`src/rtl/adc_code_hist.sv`:
```
`default_nettype none
// +------------------------------------------------------------------+
// | adc_code_hist: bins one channel's signed ADC codes into saturating |
// | per-bin counters with registered readback.                         |
// | Optional min/max tracking: define ADC_HIST_MINMAX_EN.              |
// | Revision: 1.0                                                      |
// +------------------------------------------------------------------+
module adc_code_hist #(
   parameter int Nadc           = 8,
   parameter int Nch            = 18,
   parameter int Nbin_log2      = 5,
   parameter int Ncnt           = 16,
   parameter int Nsamp_log2_max = 20
) (
   input  logic                   clk,
   input  logic                   rstb,
   input  logic signed [Nadc-1:0] codes [Nch],
   input  logic [$clog2(Nch)-1:0] chan_sel,
   input  logic [4:0]             n_samples_log2,
   input  logic                   start,
   input  logic                   abort,
   input  logic [Nbin_log2-1:0]   rd_addr,
   output logic [Ncnt-1:0]        rd_data,
   output logic                   busy,
   output logic                   done,
   output logic                   sat,
   output logic                   sel_err,
   output logic signed [Nadc-1:0] code_min,
   output logic signed [Nadc-1:0] code_max
);

   localparam int               CW   = $clog2(Nch);
   localparam int               NBIN = 1 << Nbin_log2;
   localparam int               SW   = Nsamp_log2_max + 1;
   localparam logic [4:0]       NMAX = 5'(Nsamp_log2_max);
   localparam logic [Nadc-1:0]  OFFS = {1'b1, {(Nadc-1){1'b0}}};
   localparam logic [Ncnt-1:0]  CMAX = '1;

   localparam logic [1:0] S_IDLE  = 2'd0;
   localparam logic [1:0] S_CLEAR = 2'd1;
   localparam logic [1:0] S_ACCUM = 2'd2;
   localparam logic [1:0] S_DONE  = 2'd3;

   logic [1:0]           state_q, state_d;
   logic                 start_q, start_dly_q;
   logic [CW-1:0]        sel_q, sel_d;
   logic [4:0]           nlog_q, nlog_d;
   logic [Nbin_log2-1:0] clr_addr_q, clr_addr_d;
   logic [SW-1:0]        samp_cnt_q, samp_cnt_d;
   logic [Nbin_log2-1:0] samp_bin_q, samp_bin_d;
   logic                 samp_vld_q, samp_vld_d;
   logic [Ncnt-1:0]      bins_q [NBIN];
   logic [Ncnt-1:0]      bins_d [NBIN];
   logic [Ncnt-1:0]      rd_data_q, rd_data_d;
   logic                 sat_q, sat_d;
   logic                 sel_err_q, sel_err_d;

   logic                   start_go;
   logic                   capture;
   logic [SW-1:0]          samp_total;
   logic signed [Nadc-1:0] cur_code;
   logic [Nadc-1:0]        cur_offs;

   assign start_go   = start_q & ~start_dly_q & ~abort &
                       ((state_q == S_IDLE) | (state_q == S_DONE));
   assign samp_total = SW'(1) << nlog_q;
   assign capture    = (state_q == S_ACCUM) & (samp_cnt_q != samp_total) & ~abort;
   assign cur_code   = codes[sel_q];
   // Flipping the sign bit gives offset binary; its top bits are the bin.
   assign cur_offs   = cur_code ^ OFFS;

   always_ff @(posedge clk or negedge rstb) begin
      if (!rstb) begin
         start_q     <= 1'b0;
         start_dly_q <= 1'b0;
      end else begin
         start_q     <= start;
         start_dly_q <= start_q;
      end
   end

   always_ff @(posedge clk or negedge rstb) begin
      if (!rstb) state_q <= S_IDLE;
      else       state_q <= state_d;
   end

   always_comb begin
      state_d = state_q;
      if (abort) begin
         state_d = S_IDLE;
      end else begin
         case (state_q)
            S_IDLE, S_DONE: if (start_go) state_d = S_CLEAR;
            S_CLEAR:        if (&clr_addr_q) state_d = S_ACCUM;
            S_ACCUM:        if (samp_cnt_q == samp_total) state_d = S_DONE;
            default:        state_d = S_IDLE;
         endcase
      end
   end

   always_comb begin
      busy = (state_q == S_CLEAR) | (state_q == S_ACCUM);
      done = (state_q == S_DONE);
   end

   always_comb begin
      sel_d      = sel_q;
      nlog_d     = nlog_q;
      clr_addr_d = clr_addr_q;
      samp_cnt_d = samp_cnt_q;
      samp_bin_d = samp_bin_q;
      samp_vld_d = 1'b0;
      sat_d      = sat_q;
      sel_err_d  = sel_err_q;
      bins_d     = bins_q;
      rd_data_d  = bins_q[rd_addr];

      if (start_go) begin
         sat_d      = 1'b0;
         clr_addr_d = '0;
         samp_cnt_d = '0;
         nlog_d     = (n_samples_log2 > NMAX) ? NMAX : n_samples_log2;
         if (int'(chan_sel) >= Nch) begin
            sel_d     = '0;
            sel_err_d = 1'b1;
         end else begin
            sel_d     = chan_sel;
            sel_err_d = 1'b0;
         end
      end

      if (!abort && (state_q == S_CLEAR)) begin
         bins_d[clr_addr_q] = '0;
         clr_addr_d         = clr_addr_q + Nbin_log2'(1);
      end

      if (capture) begin
         samp_bin_d = Nbin_log2'(cur_offs >> (Nadc - Nbin_log2));
         samp_vld_d = 1'b1;
         samp_cnt_d = samp_cnt_q + SW'(1);
      end

      // Increment acts on last cycle's capture, so same-bin runs never collide.
      if (!abort && (state_q == S_ACCUM) && samp_vld_q) begin
         if (bins_q[samp_bin_q] == CMAX) sat_d = 1'b1;
         else bins_d[samp_bin_q] = bins_q[samp_bin_q] + Ncnt'(1);
      end
   end

   always_ff @(posedge clk or negedge rstb) begin
      if (!rstb) begin
         sel_q      <= '0;
         nlog_q     <= '0;
         clr_addr_q <= '0;
         samp_cnt_q <= '0;
         samp_bin_q <= '0;
         samp_vld_q <= 1'b0;
         sat_q      <= 1'b0;
         sel_err_q  <= 1'b0;
         rd_data_q  <= '0;
         bins_q     <= '{default: '0};
      end else begin
         sel_q      <= sel_d;
         nlog_q     <= nlog_d;
         clr_addr_q <= clr_addr_d;
         samp_cnt_q <= samp_cnt_d;
         samp_bin_q <= samp_bin_d;
         samp_vld_q <= samp_vld_d;
         sat_q      <= sat_d;
         sel_err_q  <= sel_err_d;
         rd_data_q  <= rd_data_d;
         bins_q     <= bins_d;
      end
   end

   assign rd_data = rd_data_q;
   assign sat     = sat_q;
   assign sel_err = sel_err_q;

`ifdef ADC_HIST_MINMAX_EN
   logic signed [Nadc-1:0] min_q, min_d;
   logic signed [Nadc-1:0] max_q, max_d;

   always_comb begin
      min_d = min_q;
      max_d = max_q;
      if (capture) begin
         if (samp_cnt_q == '0) begin
            min_d = cur_code;
            max_d = cur_code;
         end else begin
            if (cur_code < min_q) min_d = cur_code;
            if (cur_code > max_q) max_d = cur_code;
         end
      end
   end

   always_ff @(posedge clk or negedge rstb) begin
      if (!rstb) begin
         min_q <= '0;
         max_q <= '0;
      end else begin
         min_q <= min_d;
         max_q <= max_d;
      end
   end

   assign code_min = min_q;
   assign code_max = max_q;
`else
   assign code_min = '0;
   assign code_max = '0;
`endif

endmodule
`default_nettype wire
```
`config.mk`:
```
export PLATFORM = sky130hd
export DESIGN_NAME = adc_code_hist
export DESIGN_NICKNAME = d
export VERILOG_FILES = /design/src/rtl/adc_code_hist.sv
export SDC_FILE = /design/constraint.sdc
export NUM_CORES = 1
export LEC_CHECK = 0
export CORE_MARGIN = 2
export CORE_UTILIZATION = 25
export CTS_BUF_LIST = sky130_fd_sc_hd__clkbuf_8 sky130_fd_sc_hd__clkbuf_16
export CTS_CLUSTER_SIZE = 14
export DETAILED_ROUTE_END_ITERATION = 6
export PLACE_DENSITY_LB_ADDON = 0.3
export REMOVE_ABC_BUFFERS = 1
export SYNTH_ARGS = -nofsm -noshare
export SYNTH_HDL_FRONTEND = slang
export SYNTH_SLANG_ARGS = --single-unit
export TNS_END_PERCENT = 20
```
`constraint.sdc`:
```
create_clock -name clk -period 3.65 [get_ports clk]
set_input_delay 0.73 -clock clk [delete_from_list [all_inputs] [get_ports clk]]
set_output_delay 0.73 -clock clk [all_outputs]
set_load 0.01 [all_outputs]
```
==> results of run 1 <==
==> sequential cells by signal, indices dropped and copies added, names as in the netlist, 2 cells and up <==
name and cells:
nlog_q 5, rd_data 16, samp_cnt_q 21, sel_q 5, samp_bin_q 5, state_q 2, bins_q 512, clr_addr_q 5
==> repair_timing <==
item	in CTS	in global routing
pin swaps	2	4
hold endpoints to repair	0	0
cloned	2	1
gates resized for setup	15	18
buffers inserted	10	9
setup endpoints to repair	203	270
==> per-layer routing <==
metal	vias to the layer above	share of wire
li1	11260	-
met1	13600	0.44
met2	1059	0.45
met3	265	0.071
met4	2	0.038
met5	-	0.000095
==> area by class of cell <==
cell class                      instances  area [µm²]  area share
Clock inverter                         40       462.9     0.01082
Inverter                               12       45.04    0.001053
Sequential cell                       576       14420      0.3372
Clock buffer                           92        2100     0.04909
Multi-Input combinational cell       2094       18350      0.4289
Tap cell                             1781        2228     0.05210
Timing Repair Buffer                  445        5166      0.1208
==> kinds of logic (layout without fill, tap and decap cells) <==
| logic type | count (synthesis) | in the layout |
|---|---|---|
| fa+ha+maj | 10 | 10 |
| other cells | 1 | 16 |
| xor+xnor | 18 | 18 |
| mux | 973 | 973 |
| compound gates | 234 | 234 |
| buf+inv | 282 | 589 |
| simple gates | 842 | 843 |
| flops | 576 | 576 |
==> synth_stat cells, types with 10 or more instances <==
cell | count | area share
a21oi_1 | 14 | 0.0021
and3_1 | 16 | 0.0029
buf_1 | 19 | 0.0021
buf_2 | 47 | 0.0069
buf_4 | 38 | 0.0084
buf_6 | 39 | 0.013
clkbuf_1 | 119 | 0.013
dfrtp_1 | 576 | 0.42
ha_1 | 10 | 0.0037
inv_1 | 12 | 0.0013
mux2_2 | 22 | 0.0073
mux2i_1 | 765 | 0.22
mux4_2 | 186 | 0.12
nand2_1 | 607 | 0.067
nand3_1 | 19 | 0.0028
nand3_4 | 17 | 0.0087
nor2_1 | 33 | 0.0036
nor2b_1 | 10 | 0.0018
nor4_1 | 33 | 0.0061
o21ai_0 | 55 | 0.0081
o22ai_1 | 120 | 0.022
xnor2_1 | 10 | 0.0026
==> metrics by stage <==
| stage | hold WS (ns) | instances | util | setup slack [ns] | setup TNS, ns |
|---|---|---|---|---|---|
| detailed placement | 0.3622 | 4886 | 0.2940 | -0.08423 | -5.883 |
| global route | 0.1213 | 5040 | 0.3157 | -0.06797 | -1.230 |
| CTS | 0.09667 | 5030 | 0.3143 | 0.002105 | 0 |
| floorplan | 0.3465 | 2681 | - | -8.625 | -4210.25 |
| global placement | 0.3582 | 4886 | 0.2940 | -0.02978 | -0.8853 |
| finish | 0.1100 | 5040 | 0.3157 | 0.05412 | 0 |
==> where the power goes <==
part	internal, mW	switching, mW
registers	6.52	0.346
clock network	4.65	3.11
logic	1.96	2.66
total	13.1	6.12
==> worst paths after layout <==
check,to,slack (ns)
worst max register to register,bins_q[306]$_DFF_PN0_,0.05
max in group asynchronous,bins_q[185]$_DFF_PN0_,2.57
worst min-delay path,bins_q[327]$_DFF_PN0_,0.11
min in group clk,start_dly_q$_DFF_PN0_,0.37
worst min register to register,start_dly_q$_DFF_PN0_,0.37
worst max-delay path,bins_q[306]$_DFF_PN0_,0.05
==> worst max-delay path, delay by kind of cell, from the launching register on <==
family                     cells  cell delay (ns)
and+or+nand+nor                6             1.35
buffers and inverters          5             1.10
DFF                            1             0.48
adders and majority gates      1             0.24
AOI/OAI and AO/OA              1             0.12
muxes                          1             0.12
==> run metrics, run 1 <==
commonest cells after routing, fill and taps aside=763 x mux2i_1, 607 x nand2_1, 570 x dfrtp_1, 197 x buf_4, 186 x mux4_2; Synth Warn #=0; Worst Path Max Fanout=9; Setup crit start=samp_bin_q[0]$_DFFE_PN0P_; CTS clk-pin slew, worst paths=0.06 ns; sequential fraction of the synthesis area=0.4228; first-pass iteration count of the detailed router=5; Post-Synth Adder-Cell Area=0.003670; Crit path top cell by count=buf_4; Placement Cell Area=39830 µm²; EDFF count, synth=0; CTS Buf Count=73; max-slew headroom at the worst pin=0.4061; per-cell routed wire length=27.09 µm; CTS sink cnt=576; post-synthesis instance total=2936; CTS root buffer=clkbuf_16; PD cells=450.0 nW/µm²; ANT cells=0; die area=139300 µm²; unrepaired setup endpoints after global routing=true; Die Ht=373.3 µm; Min-Delay Path Class=input port to asynchronous set/reset pin; most used flip-flop cell after synthesis=dfrtp_1; crit-path max cell delay=0.48 ns; Initial DRC Count=2353; CTS tree=done; Slowest cell on crit path=dfrtp_2; clk buf depth=3; Routability Congestion=0.8689; DRC Markers=0; nets@finish=3375; Max IR drop VDD=0.3812 mV; fin area=42770 µm²; Synth Area in Compound Gates=0.04298; Final Hold Viols=0; period utilisation layout=0.9852; Fmax achieved=278.1 MHz; vias=26180; chip width=373.3 µm; met2 Resource Use GR=0.3040; run status=finished clean; Clock Skew=0.02639 ns; CP arrival=4.12 ns; post-synthesis xor/xnor area fraction=0.004845; vias in the first global route=26410; FF-to-FF Start=samp_bin_q[0]$_DFFE_PN0P_; met1 Use GR=0.2666; CP Launch Type=flop; final total power=19.25 mW; CP Capture Type=flop; Tightest Pin Transition=0.8909 ns; global-route wire length before repair=197700 µm; Port Buf Inserts=128; Core Box Area=135500 µm²; vias per std cell=5.194; Hold Buf Count CTS=0; combinational family with the most area after synthesis=multiplexers; Leak Pwr=20.64 nW; antenna violations before repair=3; Final HPWL DP=91980 µm; Max-Cap Viols=0; row cnt=135; average cell area after synthesis=11.61 µm²; # H-tree levels=3; final antenna-violating net count=0; Mapped Area=34090 µm²; Distinct cells, synth=71; Final Max Slew Viols=0; Synth async-reset ratio=1.000; crit-path cells=buf_4 > nand4b_1 > buf_4 > o22ai_1 > nor4_1 > nand2_1 > ha_1 > nand4_1 > buf_4 > nand3b_4 > buf_4 > nand4bb_2 > buf_12 > mux2i_1; Initial Util=0.2516; routed wire length=136500 µm; final setup fails=0; critical path type=flop to flop; leading cell type in the layout, fill and taps excluded=mux2i_1; R2R depth=14; grt met3 use=0.03687; post-synthesis register bit count=576; critical path required time=4.17 ns; grt ovf=0; Synth Area in Simple Gates=0.1226; largest net degree at the start of global routing=84; busiest layer in global routing=met2; GRT Resource Usage Total=0.1937; # fillers=13700; Final Critical Period=3.596 ns; later-pin clock latency in the skew report=0.66 ns; fraction of synthesized area in multiplexers=0.3548; Area Overhead vs Synth=25.46%; # IOs=199; layout cells sized above 1=0.2271
Power figures use the tool's default switching activity.
==> run 2: changes to the inputs <==
Settings changed: MAX_ROUTING_LAYER set to met4.
==> run 2 against run 1 <==
Compared with the run above:
- worst setup slack got worse by 0.030 ns
- worst hold slack got worse by 0.0047 ns
- sequential power about the same
- die area unchanged
- clock power about the same
- combinational power about the same
- wire length increased by 0.13%
- core utilization about the same
- non-clock buffer count decreased by 4
- critical path type unchanged
- critical endpoint unchanged
==> run metrics, run 2 (synthesis results as in run 1) <==
largest reg by FF count=bins_q; FF-to-FF Start=samp_bin_q[0]$_DFFE_PN0P_; CTS root buffer=clkbuf_16; Crit path top cell by count=buf_4; Area Overhead vs Synth=25.39%; Min Hold Slack=0.1053 ns; CTS Buf Count=73; crit-path max cell delay=0.49 ns; vias=26280; Top Layer Used=met4; largest net degree at the start of global routing=84; nets@finish=3371; RR Endpoint=bins_q[306]$_DFF_PN0_; max-slew headroom at the worst pin=0.4170; Met1 Wirelength=60520 µm; unrepaired setup endpoints after global routing=true; final setup fails=0; Clock Skew=0.02753 ns; setup tns final=0 ns; vias in the first global route=26370; PD cells=450.0 nW/µm²; Tightest Pin Transition=0.8745 ns; die area=139300 µm²; crit-path cells=buf_4 > nand4b_1 > buf_4 > o22ai_1 > nor4_1 > nand2_1 > ha_1 > nand4_1 > buf_4 > nand3b_4 > buf_4 > nand4bb_2 > buf_12 > mux2i_1; max reg flops=512; Routed met2 length=61970 µm; row cnt=135; layout cells sized above 1=0.2261; run status=finished clean; Hold Buf Count CTS=0; Routability Congestion=0.8830; CP Capture Type=flop; Core Box Area=135500 µm²; Max-Cap Viols=0; grt ovf=0; critical path required time=4.17 ns; clk buf depth=3; final antenna-violating net count=0; Placement Cell Area=39830 µm²; Leak Pwr=20.62 nW; DRC Markers=0; Die Ht=373.3 µm; Final Hold Viols=0; fin area=42750 µm²; final total power=19.24 mW; Setup crit start=samp_bin_q[0]$_DFFE_PN0P_; setup ws final=0.02441 ns; crit path to=bins_q[306]$_DFF_PN0_; Port Buf Inserts=128; antenna violations before repair=3; commonest cells after routing, fill and taps aside=763 x mux2i_1, 606 x nand2_1, 570 x dfrtp_1, 193 x buf_4, 186 x mux4_2; CTS clk-pin slew, worst paths=0.06 ns; chip width=373.3 µm; Post-Layout Cell Count=5037; CP arrival=4.15 ns; per-cell routed wire length=27.14 µm; leading cell type in the layout, fill and taps excluded=mux2i_1; later-pin clock latency in the skew report=0.66 ns; # IOs=199; Initial Util=0.2516; Slowest cell on crit path=dfrtp_2; first-pass iteration count of the detailed router=5; period utilisation layout=0.9933; placed cell count=4886; Min-Delay Path Class=input port to asynchronous set/reset pin; R2R depth=14; global-route wire length before repair=197800 µm; GRT Resource Usage Total=0.1996; vias per std cell=5.217; Fmax achieved=275.8 MHz; Max IR drop VDD=0.3825 mV; Worst Path Max Fanout=9; dpl ws=-0.08423 ns; R2R Setup Slk=0.02 ns; met3 WL post-DR=9026 µm; CTS tree=done; Final Critical Period=3.626 ns; routed wire length=136700 µm; fin util=0.3156; Final HPWL DP=91980 µm; # H-tree levels=3; Initial DRC Count=2337; critical path type=flop to flop; Final Max Slew Viols=0; CP Launch Type=flop; CTS sink cnt=576
## run 2: area by class of cell
cell class	instances	area, µm²
fillers	13700	92720
multi-input cells	2094	18340
flip-flops and latches	576	14420
repair buffers	441	5144
well taps	1781	2228
clock buffers	92	2100
clock inverters	40	462.9
inverters	12	45.04
diodes	1	2.502
## run 2: where the power goes
| part | internal [mW] | leakage, nW | switching, mW |
|---|---|---|---|
| logic | 1.94 | 11.3 | 2.65 |
| clock network | 4.65 | 1.30 | 3.12 |
| registers | 6.52 | 8.01 | 0.346 |
| total | 13.1 | 20.6 | 6.12 |
## run 2: worst max-delay path, delay by kind of cell, from the launching register on
kind            cells  cell delay [ns]
simple gates        6             1.36
fa+ha+maj           1             0.25
buf+inv             5             1.13
compound gates      1             0.12
mux                 1             0.12
flops               1             0.49
## run 2: repair_timing
item / 4_1_cts / 5_1_grt
gates resized for setup: 15 / 19
gates cloned: 2 / 1
pin swaps: 2 / 4
buffers inserted: 10 / 5
endpoints found under the setup margin: 203 / 253
## run 2: worst min path at each step
stage | endpoint | slack, ns | startpoint
finish | bins_q[327]$_DFF_PN0_ | 0.11 | rstb
detailed placement | start_dly_q$_DFF_PN0_ | 0.36 | start_q$_DFF_PN0_
global route | bins_q[343]$_DFF_PN0_ | 0.12 | rstb
global placement | start_dly_q$_DFF_PN0_ | 0.36 | start_q$_DFF_PN0_
floorplan | start_dly_q$_DFF_PN0_ | 0.35 | start_q$_DFF_PN0_
CTS | bins_q[343]$_DFF_PN0_ | 0.1 | rstb
## run 2: routing by layer
metal  vias up  global-route usage
met2      1030              0.3029
met1     13740              0.2683
met5         -                   -
met4         0             0.06699
met3       276             0.03586
li1      11230                   -
==> run 3: changes to the inputs <==
Settings changed: ABC_AREA set to 1.
==> run 3 against run 2 <==
Compared with the run above:
- area after synthesis grew 7.0%
- total power grew 100%
- flip-flop and latch count is the same
- via count grew 42%
- largest power group is now combinational cells
- highest routed layer unchanged
==> run metrics, run 3 <==
run status=finished clean; EDFF count, synth=0; most frequent cell after synthesis=nand2_1; CTS root buffer=clkbuf_16; R2R depth=20; largest net degree at the start of global routing=98; CP Capture Type=flop; Final Critical Period=3.521 ns; CTS Buf Count=74; post-synthesis instance total=5605; CTS sink cnt=576; Final Max Slew Viols=0; Fmax achieved=284.0 MHz; Area contributors post-synth=dfrtp_1 40%, nand2_1 17%, o21ai_0 15%; critical path required time=4.20 ns; # H-tree levels=3; DRC Markers=0; final setup fails=0; average cell area after synthesis=6.506 µm²; # IOs=199; grt ovf=0; RR Endpoint=bins_q[50]$_DFF_PN0_; PD cells=870.2 nW/µm²; sequential fraction of the synthesis area=0.3953; leading cell type in the layout, fill and taps excluded=nand2_1; Clock Skew=0.02818 ns; commonest cells after routing, fill and taps aside=1608 x nand2_1, 1079 x o21ai_0, 680 x nor2_1, 605 x inv_1, 574 x dfrtp_1; final antenna-violating net count=0; global-route wire length before repair=230500 µm; R2R Setup Slk=0.13 ns; period utilisation layout=0.9648; setup tns final=0 ns; GRT Resource Usage Total=0.2129; final total power=38.65 mW; Die Ht=385.9 µm; first-pass iteration count of the detailed router=7; Area Overhead vs Synth=21.82%; per-cell routed wire length=20.48 µm; later-pin clock latency in the skew report=0.69 ns; vias=37330; Leak Pwr=23.28 nW; row cnt=140; Port Buf Inserts=128; Min Hold Slack=0.3790 ns; crit path to=bins_q[50]$_DFF_PN0_; routed wire length=157700 µm; antenna violations before repair=5; max-slew headroom at the worst pin=0.4359; Final HPWL DP=105600 µm; Distinct cells, synth=46; FF-to-FF Start=samp_bin_q[0]$_DFFE_PN0P_; chip width=385.9 µm; Post-Layout Cell Count=7700; CP arrival=4.07 ns; Final Hold Viols=0; critical path type=flop to flop; share of the synthesized area in the top cell type=0.3953; vias per std cell=4.848; Routability Congestion=0.9791; Tightest Pin Transition=0.8452 ns; Worst Path Max Fanout=29; # fillers=15810; Initial Util=0.2511; Synth top cells by count=1610 x nand2_1, 1080 x o21ai_0, 682 x nor2_1, 586 x inv_1, 576 x dfrtp_1; layout cells sized above 1=0.08165; Max IR drop VDD=0.8553 mV; Core Box Area=145200 µm²; post-synthesis register bit count=576; clk buf depth=3; most used flip-flop cell after synthesis=dfrtp_1; Initial DRC Count=3723; die area=148900 µm²; placed cell count=7551; fin util=0.3059; largest reg by FF count=bins_q; post-synth top area cell=dfrtp_1; Max-Cap Viols=0; Min-Delay Path Class=flop to flop; Mapped Area=36470 µm²; CTS tree=done; max reg flops=512; CTS clk-pin slew, worst paths=0.06 ns; Synth async-reset ratio=1.000; Synth Warn #=0; Setup crit start=samp_bin_q[0]$_DFFE_PN0P_; CP Launch Type=flop; nets@finish=5900; vias in the first global route=34500
## run 3: cell type report
| class | count | area (µm²) | area share |
|---|---|---|---|
| Multi-Input combinational cell | 4031 | 17960 | 0.4044 |
| Sequential cell | 576 | 14420 | 0.3246 |
| Timing Repair Buffer | 445 | 4999 | 0.1125 |
| Tap cell | 1917 | 2399 | 0.05399 |
| Inverter | 599 | 2272 | 0.05115 |
| Clock buffer | 94 | 2138 | 0.04814 |
| Clock inverter | 36 | 224.0 | 0.005042 |
| Antenna cell | 2 | 5.005 | 0.0001127 |
## run 3: how the worst min path moves through the flow
stage / slack [ns] / cells after the start / start / end
2_1_floorplan: 0.35 / 0 / start_q$_DFF_PN0_ / start_dly_q$_DFF_PN0_
3_3_place_gp: 0.36 / 0 / start_q$_DFF_PN0_ / start_dly_q$_DFF_PN0_
3_5_place_dp: 0.37 / 0 / start_q$_DFF_PN0_ / start_dly_q$_DFF_PN0_
4_1_cts: 0.38 / 0 / start_q$_DFF_PN0_ / start_dly_q$_DFF_PN0_
5_1_grt: 0.39 / 0 / start_q$_DFF_PN0_ / start_dly_q$_DFF_PN0_
6_report: 0.38 / 0 / start_q$_DFF_PN0_ / start_dly_q$_DFF_PN0_
## run 3: repair_timing
item / 4_1_cts / 5_1_grt
hold buffers: 1 / 0
endpoints found under the hold margin: 1 / 0
buffers inserted: 0 / 11
resized for setup: 0 / 16
endpoints found under the setup margin: 0 / 391
## run 3: kinds of logic after synthesis
logic type	share of synthesized area
mux	0.0005490
simple gates	0.2685
flops	0.3953
fa+ha+maj	0.003431
other cells	0.0001028
compound gates	0.2102
xor+xnor	0.006965
buf+inv	0.1150
## run 3: metrics by stage
stage	cell area [µm²]	setup WS (ns)
finish	44420	0.1286
detailed placement	41760	0.1398
CTS	44130	0.1110
global route	44420	-0.02046
global placement	41760	0.1283
floorplan	34580	-7.115
## run 3: power by group
group	total [mW]	internal, mW	switching [mW]	leakage [nW]
sequential	9.45	8.27	1.18	6.13
combinational	21.9	7.04	14.9	15.9
clock	7.29	4.19	3.10	1.25
total	38.7	19.5	19.2	23.3
## run 3: critical path, stage by stage (launching register included)
cell and delay, ns:
dfrtp_4 0.48, buf_12 0.16, buf_6 0.19, nand2_1 0.15
buf_4 0.23, nor2_1 0.06, a21oi_1 0.12, nand2_1 0.07
nand2_1 0.18, nand2_1 0.18, nor2_1 0.24, nand2_1 0.15
nand3_1 0.16, nor2_2 0.07, nand2_2 0.10, buf_4 0.22
nand4_1 0.14, buf_4 0.18, clkbuf_16 0.18, nand2_1 0.07
o21ai_0 0.07
## run 3: routing by layer
metal	part of all wire	GRT usage
met2	0.44	0.3228
met3	0.079	0.03433
met1	0.43	0.2816
met4	0.045	0.08604
met5	0	-
